`src/rtl/rf_read_arbiter_pkg.sv`:
```
// Shared widths for the register-file read arbiter and its helpers.
package rf_read_arbiter_pkg;

  localparam int unsigned XLEN          = 32;
  localparam int unsigned REG_ID_W      = 5;
  localparam int unsigned ROB_INDEX_BIT = 4;

endpackage

```
`src/rtl/rf_read_arbiter_rr_arbiter.sv`:
```
// Round-robin arbiter: scans from the pointer upward, pointer moves past each accepted grant.
module rf_read_arbiter_rr_arbiter #(
  parameter int unsigned N = 2,
  localparam int unsigned IW = $clog2(N)
) (
  input  logic          clk_in,
  input  logic          rst_in,
  input  logic [N-1:0]  req,
  input  logic          advance,
  output logic [N-1:0]  grant,
  output logic [IW-1:0] index
);

  logic [IW-1:0] ptr_q, ptr_d;
  logic [IW:0]   sum;
  logic [IW:0]   nxt;
  logic [IW-1:0] cand;
  logic          found;

  always_comb begin
    grant = '0;
    index = '0;
    found = 1'b0;
    sum   = '0;
    cand  = '0;
    for (int unsigned off = 0; off < N; off++) begin
      sum = {1'b0, ptr_q} + (IW+1)'(off);
      if (sum >= (IW+1)'(N)) sum = sum - (IW+1)'(N);
      cand = sum[IW-1:0];
      if (!found && req[cand]) begin
        found       = 1'b1;
        grant[cand] = advance;
        index       = cand;
      end
    end
  end

  always_comb begin
    nxt = {1'b0, index} + (IW+1)'(1);
    if (nxt >= (IW+1)'(N)) nxt = '0;
    ptr_d = (advance && found) ? nxt[IW-1:0] : ptr_q;
  end

  always_ff @(posedge clk_in or posedge rst_in) begin
    if (rst_in) ptr_q <= '0;
    else        ptr_q <= ptr_d;
  end

endmodule

```
`src/rtl/rf_read_arbiter.sv`:
```
// Shares the RF's two read ports among N_REQ requesters; registered operand pair with commit bypass.
module rf_read_arbiter
  import rf_read_arbiter_pkg::*;
#(
  parameter int unsigned N_REQ         = 2,
  parameter int unsigned ROB_INDEX_BIT = rf_read_arbiter_pkg::ROB_INDEX_BIT,
  localparam int unsigned WHO_W        = $clog2(N_REQ)
) (
  input  logic                       clk_in,
  input  logic                       rst_in,
  input  logic                       rdy_in,
  input  logic                       clear,
  input  logic [N_REQ-1:0]           req_valid,
  input  logic [REG_ID_W*N_REQ-1:0]  req_rs1,
  input  logic [REG_ID_W*N_REQ-1:0]  req_rs2,
  output logic [N_REQ-1:0]           req_grant,
  output logic                       resp_valid,
  output logic [WHO_W-1:0]           resp_who,
  output logic [XLEN-1:0]            resp_val1,
  output logic [XLEN-1:0]            resp_val2,
  output logic [ROB_INDEX_BIT-1:0]   resp_dep1,
  output logic [ROB_INDEX_BIT-1:0]   resp_dep2,
  output logic                       resp_has_dep1,
  output logic                       resp_has_dep2,
  output logic [REG_ID_W-1:0]        rf_req_id1,
  output logic [REG_ID_W-1:0]        rf_req_id2,
  input  logic [XLEN-1:0]            rf_val1,
  input  logic [XLEN-1:0]            rf_val2,
  input  logic [ROB_INDEX_BIT-1:0]   rf_dep1,
  input  logic [ROB_INDEX_BIT-1:0]   rf_dep2,
  input  logic                       rf_has_dep1,
  input  logic                       rf_has_dep2,
  input  logic                       cm_valid,
  input  logic [REG_ID_W-1:0]        cm_rd,
  input  logic [XLEN-1:0]            cm_value,
  input  logic [ROB_INDEX_BIT-1:0]   cm_rob_id
);

  logic             go;
  logic [WHO_W-1:0] gnt_idx;
  logic             any_grant;
  logic             byp1, byp2;

  // Reset also gates the grant so nothing is accepted while the pointer is forced to 0.
  assign go = rdy_in && !clear && !rst_in;

  rf_read_arbiter_rr_arbiter #(
    .N (N_REQ)
  ) u_rr (
    .clk_in  (clk_in),
    .rst_in  (rst_in),
    .req     (req_valid),
    .advance (go),
    .grant   (req_grant),
    .index   (gnt_idx)
  );

  assign any_grant = |req_grant;

  always_comb begin
    rf_req_id1 = '0;
    rf_req_id2 = '0;
    for (int i = 0; i < int'(N_REQ); i++) begin
      if (req_grant[i]) begin
        rf_req_id1 = req_rs1[REG_ID_W*i +: REG_ID_W];
        rf_req_id2 = req_rs2[REG_ID_W*i +: REG_ID_W];
      end
    end
  end

  // Only a pending operand whose producer is committing right now may take the commit value.
  assign byp1 = cm_valid && (cm_rd == rf_req_id1) && rf_has_dep1 && (rf_dep1 == cm_rob_id);
  assign byp2 = cm_valid && (cm_rd == rf_req_id2) && rf_has_dep2 && (rf_dep2 == cm_rob_id);

  always_ff @(posedge clk_in or posedge rst_in) begin
    if (rst_in) begin
      resp_valid    <= 1'b0;
      resp_who      <= '0;
      resp_val1     <= '0;
      resp_val2     <= '0;
      resp_dep1     <= '0;
      resp_dep2     <= '0;
      resp_has_dep1 <= 1'b0;
      resp_has_dep2 <= 1'b0;
    end else if (rdy_in) begin
      resp_valid <= any_grant;
      if (any_grant) begin
        resp_who <= gnt_idx;
        if (rf_req_id1 == '0 || byp1) begin
          resp_val1     <= (rf_req_id1 == '0) ? '0 : cm_value;
          resp_dep1     <= '0;
          resp_has_dep1 <= 1'b0;
        end else begin
          resp_val1     <= rf_val1;
          resp_dep1     <= rf_dep1;
          resp_has_dep1 <= rf_has_dep1;
        end
        if (rf_req_id2 == '0 || byp2) begin
          resp_val2     <= (rf_req_id2 == '0) ? '0 : cm_value;
          resp_dep2     <= '0;
          resp_has_dep2 <= 1'b0;
        end else begin
          resp_val2     <= rf_val2;
          resp_dep2     <= rf_dep2;
          resp_has_dep2 <= rf_has_dep2;
        end
      end
    end
  end

endmodule
```
`config.mk`:
```
export PLATFORM = sky130hd
export DESIGN_NAME = rf_read_arbiter
export DESIGN_NICKNAME = d
export VERILOG_FILES = /design/src/rtl/rf_read_arbiter_pkg.sv /design/src/rtl/rf_read_arbiter_rr_arbiter.sv /design/src/rtl/rf_read_arbiter.sv
export SDC_FILE = /design/constraint.sdc
export NUM_CORES = 1
export LEC_CHECK = 0
export CAP_MARGIN = 20
export CORE_MARGIN = 8
export CORE_UTILIZATION = 38
export DETAILED_ROUTE_END_ITERATION = 8
export PLACE_DENSITY_LB_ADDON = 0.08
export SYNTH_ARGS = -nofsm -noshare
export SYNTH_HDL_FRONTEND = slang
export SYNTH_SLANG_ARGS = --single-unit
```
`constraint.sdc`:
```
create_clock -name clk_in -period 3 [get_ports clk_in]
set_input_delay 0.45 -clock clk_in [delete_from_list [all_inputs] [get_ports clk_in]]
set_output_delay 0.45 -clock clk_in [all_outputs]
set_load 0.03 [all_outputs]
```
==> metrics.md, run 1 <==
| Metric | Value |
|---|---|
| Dpl hpwl | 11.1 mm |
| Final Max Slew Viols | 0 |
| Synth warnings | 0 |
| Final TNS setup | 0 ps |
| Hold slack | 483 ps |
| Clk Latency, worst-skew pair | 360 ps |
| Cell Int Power | 0.00253 W |
| Sequential power share | 0.359 |
| Port bufs | 229 |
| Share of layout cells above drive strength 1 | 0.0931 |
| Ports | 230 |
| Total Die Area | 13800 um2 |
| Vias in the first global route | 4135 |
| Crit path max-delay family | buffers and inverters |
| Slew Limit Headroom | 0.378 |
| Buf+Inv Stages, Crit Path | 2 |
| Critical path's largest stage delay | 580 ps |
| CTS Hold Bufs | 0 |
| Syn-to-layout area delta | 66.7% |
| Sink Count | 77 |
| R2R depth | 8 |
| Post-CTS Setup Bufs | 0 |
| Post-Syn Nets | 519 |
| CP cell instances | clkdlybuf4s50_1, a21boi_2, and2_1, a22o_1, xnor2_1, nand4_2, buf_4, mux2i_1, o21ai_1 |
| Final period util | 0.876 |
| Via count | 3755 |
| Psw | 0.00154 W |
| Cell count along the critical path | 9 |
| Clock power frac | 0.196 |
| Simple logic cell fraction of the synthesized area | 0.138 |
| Synth Area in Compound Gates | 0.137 |
| CTS tree | yes |
| VDD IR-drop max | 313 uV |
| Top cell type's share of synthesized area | 0.492 |
| Antenna diode count | 0 |
| WS Path Type | input port to flop |
| Core Region | 10200 um2 |
| Area leader, netlist | dfrtp_1 |
| Number of DRC markers in iteration 0 | 252 |
| Most common cell in the netlist | dfrtp_1 |
| First-pass GRT wire length | 22.5 mm |
| Largest family of logic cells by synthesized area | multiplexers |
| Startpoint types | input port |
| Final WL | 14.2 mm |
| Num rows | 37 |
| Slowest CP cell | clkdlybuf4s50_1 |
| Predominant post-synthesis flop cell | dfrtp_1 |
| Worst Hold Class | flop to flop |
| Net Sw Frac | 0.378 |
| Mux cell area share after synthesis | 0.164 |
| Remaining DRCs | 0 |
| Nets@finish | 750 |
| Post-route ant nets | 0 |
| GRT overflow | 0 |
| Synth top area cells | dfrtp_1, mux2i_1, o21ai_1 |
| Maxcap violations | 0 |
| CTS H-tree depth | 3 |
| Post-Synth XOR/XNOR Area | 0.0268 |
| Combinational share of power | 0.446 |
| Final GP Congestion | 0.886 |
| Initial core utilization | 0.385 |
| 1st-pass router iterations | 4 |
| CP required | 3240 ps |
| TritonCTS Buffers | 9 |
| Commonest cells post-synth | dfrtp_1, nand2_1, mux2i_1 |
| Initial antenna violation count | 0 |
| Crit end category | flop |
| Fin Clk Skew | 6.80 ps |
| Synth Cell Area | 3920 um2 |
| EDFF count, synth | 0 |
| Status | complete, no violations |
| Mapped Avg Cell Area | 10.4 um2 |
| Critical path peak fanout | 16 |
| Register bit total from synthesis | 77 |
| Worst Tran Pin Value | 930 ps |
| Power density cells | 622 nW/um2 |
| Final setup viols | 0 |
| Synth async-reset ratio | 1.00 |
| Clock transition at path regs | 80 ps |
| Synth cell types | 33 |
| Tmin final | 2630 ps |
| CTS-repair resized insts | 0 |
| Sequential cell area fraction in the yosys report | 0.492 |
| Hold Path Cell Cnt | 2 |
| Vias per cell | 5.02 |
| Fmax | 380 MHz |
| Largest net degree at the start of global routing | 45 |
| CP arrival | 2870 ps |
| CTS Root Cell | clkbuf_8 |
| Die extent in y | 118 um |
| CTS max path bufs | 2 |
| Final Hold Fails | 0 |
| Static leakage | 3.22 nW |
| Post-synthesis adder-cell area fraction | 0 |
| Unrepaired setup endpoints after global routing | no |
| Die X | 118 um |
| GRT Util Overall | 0.203 |
| Drt wl/cell | 18.9 um |
| Post-Syn Instances | 377 |
==> routing by layer <==
| layer | wire (um) | track usage |
|---|---|---|
| met5 | 0 | 0 |
| met2 | 6550 | 0.330 |
| met4 | 304 | 0.0673 |
| met3 | 1390 | 0.0873 |
| met1 | 5920 | 0.236 |
==> path summary, 6_finish.rpt <==
| check | startpoint | end | slack [ps] |
|---|---|---|---|
| setup / recovery | req_valid[0] | resp_val1[13] | 370 |
| hold / removal | resp_val2[31] | resp_val2[31] | 480 |
| setup reg to reg | u_rr.ptr_q | resp_val1[13] | 680 |
| hold reg to reg | resp_val2[31] | resp_val2[31] | 480 |
| max in group asynchronous | rst_in | resp_val2[28] | 1830 |
| min in group asynchronous | rst_in | resp_valid | 510 |
==> state kept, by name, summed over array words and instances, names as in the netlist <==
name and flops:
resp_valid 1, resp_val1 32, resp_dep2 4, resp_val2 32
resp_dep1 4, resp_has_dep1 1, resp_has_dep2 1, resp_who 1
u_rr.ptr_q 1
==> worst min-delay path: stages (launching register included) <==
cell	delay, ps
dfrtp_1	350
nand2_1	40
o21ai_0	60
==> kinds of logic (layout without fill, tap and decap cells) <==
logic type	after synthesis	after routing
AOI/OAI and AO/OA	91	91
and+or+nand+nor	106	106
buffers and inverters	27	262
muxes	64	64
xor gates and xnor gates	12	12
DFF	77	77
==> through the flow <==
step                      total power (W)  cell area (um2)  worst slack (ps)   util  cells
after floorplan                   0.00238             3920               559      -    377
after global placement            0.00329             6340              62.6  0.623    733
after global routing              0.00428             6530               215  0.641    748
after detailed placement          0.00331             6340              16.0  0.623    733
after CTS                         0.00411             6530               392  0.641    748
final                             0.00406             6530               371  0.641    748
==> placed cells by master, fill, tap and decap left out, types with 3 or more instances in the layout <==
master,synthesis,final
nand2_1,68,68
clkinv_2,0,3
a22o_1,13,13
xnor2_1,12,12
mux2i_1,64,64
o21ai_1,63,62
o21ai_0,5,5
dfrtp_1,77,77
clkdlybuf4s50_1,0,217
buf_4,7,25
nand4_1,4,4
a21oi_1,5,5
clkbuf_8,0,10
nand3_1,10,10
and3_1,5,5
==> power by group through the flow <==
stage	Sequential (W)	Clock, W	Combinational (W)
final	0.00146	0.000795	0.00181
after floorplan	0.00203	0	0.000355
after detailed placement	0.00148	0	0.00183
after CTS	0.00146	0.000818	0.00184
after global placement	0.00147	0	0.00182
after global routing	0.00149	0.000854	0.00193
==> layout make-up <==
cell class              instances  area (um2)
clock buffers                  11         141
inverters                       3        12.5
multi-input cells             273        1830
fillers                       875        3650
flip-flops and latches         77        1930
well taps                     136         170
repair buffers                244        2400
clock inverters                 4        48.8
Power figures use the tool's default switching activity.
==> inputs of run 2 (changes only) <==
==> constraint.sdc (replaced) <==
create_clock -name clk_in -period 3 [get_ports clk_in]
set_input_delay 0.6 -clock clk_in [delete_from_list [all_inputs] [get_ports clk_in]]
set_output_delay 0.6 -clock clk_in [all_outputs]
set_load 0.03 [all_outputs]
==> metrics.md, run 2 (synthesized netlist as in run 1, its figures left out) <==
| Metric | Value |
|---|---|
| Vias per cell | 5.02 |
| CP cell instances | clkdlybuf4s50_1, a21boi_2, and2_1, a22o_1, buf_4 |
| Static leakage | 3.26 nW |
| Critical path's largest stage delay | 550 ps |
| Most frequent cells in the layout | clkdlybuf4s50_1, dfrtp_1, nand2_1 |
| VDD IR-drop max | 311 uV |
| Final WL | 14.3 mm |
| GRT overflow | 0 |
| Clock transition at path regs | 80 ps |
| Slew Limit Headroom | 0.380 |
| Largest net degree at the start of global routing | 54 |
| Slowest CP cell | clkdlybuf4s50_1 |
| Tmin final | 2830 ps |
| TritonCTS Buffers | 9 |
| Power density cells | 628 nW/um2 |
| Initial core utilization | 0.385 |
| Final GP Congestion | 0.911 |
| Worst Tran Pin Value | 926 ps |
| Unrepaired setup endpoints after global routing | no |
| Initial antenna violation count | 0 |
| Top flop regs | resp_val1 (32), resp_val2 (32) |
| Crit end category | primary output |
| CTS-repair resized insts | 0 |
| GRT Util Overall | 0.208 |
| Final Hold Fails | 0 |
| Total power | 0.00415 W |
| Hold slack | 482 ps |
| Total Die Area | 13800 um2 |
| Fmax | 354 MHz |
| Drt wl/cell | 18.9 um |
| CTS max path bufs | 2 |
| Post-route ant nets | 0 |
| CTS tree | yes |
| Ports | 230 |
| CTS Hold Bufs | 0 |
| 1st-pass router iterations | 5 |
| Via count | 3797 |
| Fin Clk Skew | 6.82 ps |
| WS Path Type | input port to primary output |
| Final period util | 0.943 |
| R2r startpoint | u_rr.ptr_q |
| Worst Hold Class | flop to flop |
| Critical path peak fanout | 5 |
| Dpl hpwl | 11.3 mm |
| RR Endpoint | resp_val1[13] |
| Antenna diode count | 0 |
| Die X | 118 um |
| Remaining DRCs | 0 |
| Share of layout cells above drive strength 1 | 0.103 |
| R2R depth | 10 |
| Number of DRC markers in iteration 0 | 156 |
| Final setup viols | 0 |
| Syn-to-layout area delta | 68.7% |
| R2r setup slk | 650 ps |
| Nets@finish | 757 |
| CP required | 2400 ps |
| Sink Count | 77 |
| Post-CTS Setup Bufs | 0 |
| CTS Root Cell | clkbuf_8 |
| Crit path launch | req_valid[0] |
| Final non-filler cell area | 6610 um2 |
| Die extent in y | 118 um |
| Final TNS setup | 0 ps |
| Maxcap violations | 0 |
| Crit path to | rf_req_id2[2] |
| Core Region | 10200 um2 |
| CP arrival | 2230 ps |
| Clk Latency, worst-skew pair | 340 ps |
| Vias in the first global route | 4270 |
| Startpoint types | input port |
| Status | complete, no violations |
| Final Max Slew Viols | 0 |
| Final Util | 0.649 |
| Num rows | 37 |
| First-pass GRT wire length | 23.3 mm |
| Port bufs | 229 |
| Commonest non-fill, non-tap cell in the layout | clkdlybuf4s50_1 |
| CTS H-tree depth | 3 |
| DP Area | 6390 um2 |
## run 2: routing by layer
metal / up-vias / track usage / wire length, um
met4: 0 / 0.0777 / 323
met2: 161 / 0.341 / 6810
met5: - / 0 / 0
li1: 1812 / - / -
met3: 22 / 0.0739 / 1250
met1: 1802 / 0.244 / 5940
## run 2: how the worst min path moves through the flow
stage / end / start / slack, ps / cells past startpoint
6_report: resp_val2[31] / resp_val2[31] / 480 / 2
3_3_place_gp: resp_val2[31] / resp_val2[31] / 460 / 2
3_5_place_dp: resp_val2[31] / resp_val2[31] / 470 / 2
4_1_cts: resp_val2[31] / resp_val2[31] / 490 / 2
5_1_grt: resp_val2[24] / resp_val2[24] / 510 / 2
2_1_floorplan: u_rr.ptr_q / u_rr.ptr_q / 490 / 1
## run 2: final cells by class
cell class	count	area, um2
Fill cell	854	3580
Tap cell	136	170
Sequential cell	77	1930
Clock buffer	11	131
Timing Repair Buffer	251	2450
Clock inverter	5	83.8
Multi-Input combinational cell	273	1830
Inverter	3	12.5
## run 2: per-stage QoR
| step | setup slack, ps | instances |
|---|---|---|
| global placement | -10.7 | 740 |
| global route | 31.8 | 756 |
| CTS | 200 | 756 |
| finish | 172 | 756 |
| floorplan | 409 | 377 |
| detailed placement | -128 | 740 |
## run 2: worst max-delay path: cells and delay by family
kind	cells	cell delay (ps)
AOI/OAI and AO/OA	2	590
buffers and inverters	2	750
and+or+nand+nor	1	280
## run 2: power by group
group / switching (W) / internal (W) / total [W] / leakage [nW]
Clock: 0.000391 / 0.000473 / 0.000864 / 0.100
Sequential: 0.000149 / 0.00131 / 0.00146 / 0.882
Combinational: 0.00100 / 0.000818 / 0.00182 / 2.28
